`config.mk`:
```
export PLATFORM = sky130hd
export DESIGN_NAME = divisor_algoritmico
export DESIGN_NICKNAME = d
export VERILOG_FILES = /design/src/rtl/divisor_algoritmico.sv
export SDC_FILE = /design/constraint.sdc
export NUM_CORES = 1
export LEC_CHECK = 0
export BUFFER_PORTS_ARGS = -buffer_cell sky130_fd_sc_hd__buf_2
export CORE_MARGIN = 3
export CORE_UTILIZATION = 45
export CTS_BUF_LIST = sky130_fd_sc_hd__clkbuf_2
export DETAILED_ROUTE_END_ITERATION = 8
export PLACE_DENSITY = 0.66
export SETUP_SLACK_MARGIN = 0.5
export SYNTH_ARGS = -nofsm -noshare
export SYNTH_HDL_FRONTEND = slang
export SYNTH_SLANG_ARGS = --single-unit
export TNS_END_PERCENT = 30
```
`constraint.sdc`:
```
create_clock -name CLK -period 2.8 [get_ports CLK]
set_input_delay 0.14 -clock CLK [delete_from_list [all_inputs] [get_ports CLK]]
set_output_delay 0.14 -clock CLK [all_outputs]
set_load 0.1 [all_outputs]
```
`src/rtl/divisor_algoritmico.sv`:
```
// ---------------------------------------------------------------------------
// divisor_algoritmico
// Iterative restoring signed divider producing one quotient bit per clock.
// Coc = Num / Den and Res = Num % Den, with quotient truncated toward zero
// and the remainder carrying the sign of the dividend.
//
// Ports:
//   CLK    rising-edge clock
//   RSTa   asynchronous active-low reset
//   Start  operation request, honoured only while idle
//   Num    signed dividend, captured on the accepting Start edge
//   Den    signed divisor, captured on the accepting Start edge
//   Coc    signed quotient, registered, held until the next result
//   Res    signed remainder, registered, held until the next result
//   Done   one-cycle pulse marking the cycle Coc/Res become valid
// ---------------------------------------------------------------------------
module divisor_algoritmico #(
    parameter int tamanyo = 32
) (
    input  logic                      CLK,
    input  logic                      RSTa,
    input  logic                      Start,
    input  logic signed [tamanyo-1:0] Num,
    input  logic signed [tamanyo-1:0] Den,
    output logic signed [tamanyo-1:0] Coc,
    output logic signed [tamanyo-1:0] Res,
    output logic                      Done
);

    localparam int CW = (tamanyo > 2) ? $clog2(tamanyo) : 1;

    typedef enum logic [1:0] {
        IDLE,
        OP,
        FIN
    } state_t;

    state_t             state_q, state_d;
    logic [tamanyo-1:0] quo_q, quo_d;
    logic [tamanyo-1:0] div_q, div_d;
    logic [tamanyo-1:0] rem_q, rem_d;
    logic [CW-1:0]      count_q, count_d;
    logic               sign_coc_q, sign_coc_d;
    logic               sign_res_q, sign_res_d;
    logic [tamanyo-1:0] coc_q, coc_d;
    logic [tamanyo-1:0] res_q, res_d;
    logic               done_q, done_d;

    logic [tamanyo-1:0] num_mag;
    logic [tamanyo-1:0] den_mag;
    logic [tamanyo:0]   rem_shift;

    // Magnitudes are taken as unsigned values so that the most negative
    // operand maps exactly onto 2^(tamanyo-1).
    always_comb begin
        num_mag = Num[tamanyo-1] ? (~$unsigned(Num) + 1'b1) : $unsigned(Num);
        den_mag = Den[tamanyo-1] ? (~$unsigned(Den) + 1'b1) : $unsigned(Den);
    end

    // The shifted partial remainder keeps one extra bit so the compare
    // against the divisor magnitude can never lose a carry.
    always_comb begin
        rem_shift = {rem_q, quo_q[tamanyo-1]};
    end

    // Next-state logic for the controller and the datapath registers.
    always_comb begin
        state_d    = state_q;
        quo_d      = quo_q;
        div_d      = div_q;
        rem_d      = rem_q;
        count_d    = count_q;
        sign_coc_d = sign_coc_q;
        sign_res_d = sign_res_q;
        coc_d      = coc_q;
        res_d      = res_q;
        done_d     = 1'b0;

        case (state_q)
            IDLE: begin
                if (Start) begin
                    quo_d      = num_mag;
                    div_d      = den_mag;
                    rem_d      = '0;
                    sign_coc_d = Num[tamanyo-1] ^ Den[tamanyo-1];
                    sign_res_d = Num[tamanyo-1];
                    count_d    = CW'(tamanyo - 1);
                    state_d    = OP;
                end
            end

            OP: begin
                // A zero divisor always subtracts, which yields an all-ones
                // quotient and leaves |Num| in the remainder.
                if (rem_shift >= {1'b0, div_q}) begin
                    rem_d = rem_shift[tamanyo-1:0] - div_q;
                    quo_d = {quo_q[tamanyo-2:0], 1'b1};
                end else begin
                    rem_d = rem_shift[tamanyo-1:0];
                    quo_d = {quo_q[tamanyo-2:0], 1'b0};
                end
                count_d = count_q - 1'b1;
                if (count_q == '0) begin
                    state_d = FIN;
                end
            end

            FIN: begin
                coc_d   = sign_coc_q ? (~quo_q + 1'b1) : quo_q;
                res_d   = sign_res_q ? (~rem_q + 1'b1) : rem_q;
                done_d  = 1'b1;
                state_d = IDLE;
            end

            default: begin
                state_d = IDLE;
            end
        endcase
    end

    // State and datapath registers; reset aborts any operation in flight.
    always_ff @(posedge CLK or negedge RSTa) begin
        if (!RSTa) begin
            state_q    <= IDLE;
            quo_q      <= '0;
            div_q      <= '0;
            rem_q      <= '0;
            count_q    <= '0;
            sign_coc_q <= 1'b0;
            sign_res_q <= 1'b0;
            coc_q      <= '0;
            res_q      <= '0;
            done_q     <= 1'b0;
        end else begin
            state_q    <= state_d;
            quo_q      <= quo_d;
            div_q      <= div_d;
            rem_q      <= rem_d;
            count_q    <= count_d;
            sign_coc_q <= sign_coc_d;
            sign_res_q <= sign_res_d;
            coc_q      <= coc_d;
            res_q      <= res_d;
            done_q     <= done_d;
        end
    end

    assign Coc  = $signed(coc_q);
    assign Res  = $signed(res_q);
    assign Done = done_q;

endmodule

```
* Yosys cells after proc, flatten, opt, wreduce, memory -nomap -nowiden *
Cells that the tools add are included.

cells by class
  add/subtract/negate cells = 6
  $mul = 0
  div/mod/pow operators = 0
  magnitude comparators = 1
  equality and inequality tests = 4
  shift-type cells = 0
  multiplexer cells = 16
  bitwise operators = 5
  reduce and logical (&&, ||, !) cells = 6

operator list
  cell                                                                 number
  32-bit two-way mux                                                   7
  32-bit by 1-bit adder with 32-bit output (second input constant)     4
  32-bit inverter                                                      4
  32-bit one-hot mux with 2 select lines                               2
  33-bit by 32-bit >= comparator with 1-bit output                     1
  32-bit subtractor                                                    1
  5-bit one-hot mux with 2 select lines                                1
  2-bit AND reduction                                                  3
  5-bit logical NOT                                                    1
  5-bit two-way mux                                                    1
  5-bit by 1-bit subtractor with 5-bit output (second input constant)  1
  2-bit two-way mux                                                    2
  2-bit != test (second input constant)                                2
  2-bit one-hot mux with 2 select lines                                1
  2-bit by 1-bit == test with 1-bit output (second input constant)     1
  2-bit == test (second input constant)                                1
  2-bit logical NOT                                                    1
  1-bit two-way mux                                                    2
  2-bit nonzero test                                                   1
  1-bit XOR                                                            1

word-level totals
  bits in registers = 170
  latch bits = 0
  RAM bits = 0
  memory bits (read-only) = 0
  bits of input ports = 67
  output and inout port bits = 65
  logic and storage cells = 48
  memories = 0

* Depth between registers and ports, before layout *
  depth in word-level cells = 5
  gate-level depth with buffers = 12
  gate-level depth less buffers = 12

* Worst setup path before layout *
No wires, ideal clock.

  kind = flip-flop to flip-flop
  start point = register rem_q[23]
  end point = register rem_q[27]
  arrival time = 2.852 ns
  required time = 2.674 ns
  slack = -0.177 ns
  cell stages (with the launch flop) = 11
  buffers on the path = 2
  period minus slack after synthesis = 2.977 ns
  cells stage by stage = dfrtp_1 > ha_1 > clkbuf_1 > a21oi_1 > o21ai_0 > a2111oi_0 > o211ai_1 > a31oi_1 > buf_2 > nor3_1 > a221o_1

on the way
  cells in the longest elaborated chain, start to end = 3
  elaborated cells on any way between the ends = 4
  classes of those cells = add/sub (1); order compare (1); mux (2)

ends and longest elaborated chain
  element                                                                                RTL line  RTL
  start, declared                                                                        41        logic [tamanyo-1:0] rem_q, rem_d;
  start signal, assigned                                                                 138       rem_q <= rem_d;
  32-bit subtractor or 33-bit by 32-bit >= comparator with 1-bit output (tied branches)  96, 95
  32-bit two-way mux *                                                                   95        if (rem_shift >= {1'b0, div_q}) begin
  32-bit one-hot mux with 2 select lines *                                               79        case (state_q)

Mark *: on every way between the ends. The rest lies on a longest branch, timed or not.
A chain may end at the register's enable or synchronous reset.

* Worst setup path in the final report *
  start point = register quo_q[9]
  end point = register coc_q[31] (netlist: Coc[31])

on the way
  cells in the longest elaborated chain, start to end = 3

ends and longest elaborated chain
  element                                   RTL line  RTL
  start, declared                           39        logic [tamanyo-1:0] quo_q, quo_d;
  start signal, assigned                    136       quo_q <= quo_d;
  32-bit inverter                           109       coc_d = sign_coc_q ? (~quo_q + 1'b1) : quo_q;
  32-bit by 1-bit adder with 32-bit output  109
  32-bit two-way mux                        109
  end signal, assigned                      142       coc_q <= coc_d;
  end, declared                             45        logic [tamanyo-1:0] coc_q, coc_d;

Every way passes these cells.

==> flow_summary_export.csv <==
group,metric,value,unit
outcome,status,"complete, but fails checks",
place,numPortBuffers,131,
global_routing,grt_pass1_vias,10498,
clocking,cts_tree,"yes",
power_and_ir_drop,power.internal,10720,uW
logic_synthesis,syn_area_per_cell,8.682,sq um
power_and_ir_drop,ir_drop,0.6441,mV
flow_run,drv_cap,0,
critical_path,critPathKind,"reg -> reg",
route,dr.pass1.iters,5,
final_layout,nets,1729,
critical_path,critPathCaptureType,"flop",
worst_hold_path,hp-class,"in -> reg",
power_and_ir_drop,power_frac_clock,6.6,%
critical_path,cp.required,3.49,ns
clocking,htreeDepth,4,
critical_path,cpMostUsedCell,"or4_4",
route,vias,10847,
route,drc,0,
sta,setup_viol,4,
logic_synthesis,ys_seq_area_share,39.20,%
clocking,cts_sinks,170,
floorplanning,rows,56,
sta,maxSlewHeadroom,13.91,%
clocking,cts_root_buf,"clkbuf_2",
power_and_ir_drop,leakage,0.006896,uW
clocking,clk_pin_slew_worst_paths,0.33,ns
critical_path,critPathBufInv,0,
clocking,clock_latency,0.83,ns
logic_synthesis,synth.top_cell.area_share,39.20,%
route,wl,34150,um
global_routing,globalRoute.busiestLayer,"met2",
place,hpwl,22800,um
global_routing,antenna_found_initial,1,
critical_path,cp_cell_sequence,"or4_1 > or4_4 > or4_4 > or2_4 > nand2b_4 > o41ai_4 > xnor2_1 > o21ai_1",
critical_path,critical_path.top_delay_family,"simple AND/OR/NAND/NOR gates",
logic_synthesis,async_reset_ff_share,100.0,%
floorplanning,die_w,161.3,um
power_and_ir_drop,netSwitchingFraction,48.59,%
critical_path,slowest_delay,0.50,ns
power_and_ir_drop,power.switching,10130,uW
sta,final_max_slew_viol_count,0,
final_layout,final_util,66.46,%
sta,rsz0062_at_grt,"yes",
logic_synthesis,netlist_area,10850,sq um
critical_path,critPathLaunchType,"flop",
route,route.antenna.remaining_nets,0,
place,gp_congestion,0.9191,
global_routing,track_usage,25.24,%
sta,finalHoldViolations,0,
final_layout,seqCellArea,4259,sq um
global_routing,met1_usage,36.20,%
global_routing,grt_remaining_overflow,0,
route,wl_per_cell,17.46,um
sta,period_needed,2.880,ns
final_layout,syn_to_final_growth,44.60,%
final_layout,multi_input_area,7310,sq um
route,drt_iter0_drc,756,
clocking,cts_buffers,17,
global_routing,grt_max_degree,96,
power_and_ir_drop,comb_power_share,72.7,%
logic_synthesis,synth_fp_nets,1356,
logic_synthesis,ys.flop_type,"dfrtp_1",
sta,finalCritPeriodShare,102.9,%
sta,timing.final.ws_setup,-0.08006,ns
critical_path,cp_max_fo,4,
logic_synthesis,yosysMostFrequentCell,"o21ai_0",
global_routing,met2_usage,40.23,%
route,viasPerCell,5.546,
sta,worst_pin_slew,1.291,ns
logic_synthesis,netlist_instances,1250,
power_and_ir_drop,p_seq_share,20.7,%
global_routing,grt_pass1_wl,53540,um
final_layout,drive_above_1_share,31.11,%
clocking,cts_buffer_depth,2,
logic_synthesis,yosys-top-cells-area,"dfrtp_1 (39%), o21ai_0 (9.7%), xor2_1 (8.6%)",
final_layout,nFillCells,1889,
floorplanning,core,23610,sq um
power_and_ir_drop,p_per_area,1328,nW/um^2
logic_synthesis,yosysTopAreaCell,"dfrtp_1",
global_routing,use_met3,3.488,%
power_and_ir_drop,p_total,20840,uW
logic_synthesis,synth_edf_count,0,
floorplanning,dieHeight,161.3,um
logic_synthesis,ys_ff_latch,170,
logic_synthesis,ys_types,64,
critical_path,crit_arrival,3.57,ns
outcome,violations,"setup timing",
sta,max_freq,0.3472,GHz
logic_synthesis,synth_common_cells,"o21ai_0 (210), nand2_1 (186), dfrtp_1 (170)",
floorplanning,io_pins,132,
sta,finalClockSkew,0.04909,ns
logic_synthesis,ys_warn_count,0,
floorplanning,initial_core_util,45.96,%
critical_path,cpMaxStageDelayCell,"or4_1",
floorplanning,dieArea,26020,sq um
## per-stage QoR
stage	hold slack (ns)	TNS [ns]	cells	worst slack, ns	area, sq um
detailed placement	0.2067	-0.1694	1747	-0.08107	12700
global placement	0.2056	-0.06219	1747	-0.03923	12700
global route	0.04990	-1.072	1956	-0.2052	15690
floorplan	-0.1556	0	1250	0.07233	11020
CTS	0.04793	-0.1186	1931	-0.05253	15030
finish	0.1136	-0.2276	1956	-0.08006	15690
## flip-flops by register name, summed over array words and instances, names as in the netlist
signal	cells
sign_res_q	1
quo_q	32
Done	1
div_q	32
Coc	32
rem_q	32
count_q	5
sign_coc_q	1
state_q	2
Res	32
## metal layers
metal  vias up  wire length [um]
met5         -                 0
met4         0               703
met3        52              1982
met2       346             16230
met1      5217             15230
li1       5232                 -
## layout make-up
class / count / area share (%)
Multi-Input combinational cell: 961 / 46.58
Sequential cell: 170 / 27.14
Timing Repair Buffer: 417 / 20.76
Tap cell: 319 / 2.543
Inverter: 56 / 1.339
Clock inverter: 15 / 1.084
Clock buffer: 17 / 0.5421
Antenna cell: 1 / 0.01595
## kinds of logic after synthesis
logic type | after synthesis | synth area share [%]
flip-flops | 170 | 39.20
adder cells (fa/ha/maj) | 39 | 4.565
XOR/XNOR | 147 | 11.86
buffers and inverters | 119 | 4.139
AO/OA/AOI/OAI | 405 | 22.77
AND/OR/NAND/NOR | 345 | 15.14
multiplexers | 25 | 2.329
## layout by cell type, fill, tap and decap left out, drive strengths merged, types with 38 or more instances in the layout
master         n
inv           64
a21oi         43
xor2         107
ha            38
dlygate4sd3  115
o21ai        211
nand2        186
xnor2         40
dfrtp        170
buf          299
## path summary, 6_finish.rpt
| path | from | end | slack (ns) | cells past startpoint |
|---|---|---|---|---|
| max | quo_q[9] | Coc[31] | -0.08 | 8 |
| min | Den[6] | div_q[7] | 0.11 | 5 |
| max reg2reg | quo_q[9] | Coc[31] | -0.08 | 8 |
| min reg2reg | Res[10] | Res[10] | 0.51 | 2 |
| max in group asynchronous | RSTa | Res[0] | 1.53 | 4 |
| min in group asynchronous | RSTa | Res[19] | 0.39 | 3 |
## worst register-to-register path: stages (launching register included)
cell and delay [ns]:
dfrtp_1 0.46, or4_1 0.50, or4_4 0.43, or4_4 0.46
or2_4 0.28, nand2b_4 0.18, o41ai_4 0.23, xnor2_1 0.15
o21ai_1 0.07
## repair_timing
action                     in CTS  in global routing
gates cloned                    1                  0
hold buffers                  119                  0
resized for setup             146                 97
setup endpoints to repair      62                 85
buffers inserted               32                 24
hold endpoints to repair      253                  0
pin swaps                      85                 83
## power by group through the flow
stage               Clock [uW]  Sequential, uW  Combinational [uW]
global placement             0            4190               11300
CTS                       1410            4240               13800
detailed placement           0            4230               11500
finish                    1370            4320               15100
floorplan                    0            4980                7070
global route              1520            4440               16300
(Power assumes the default switching activity.)
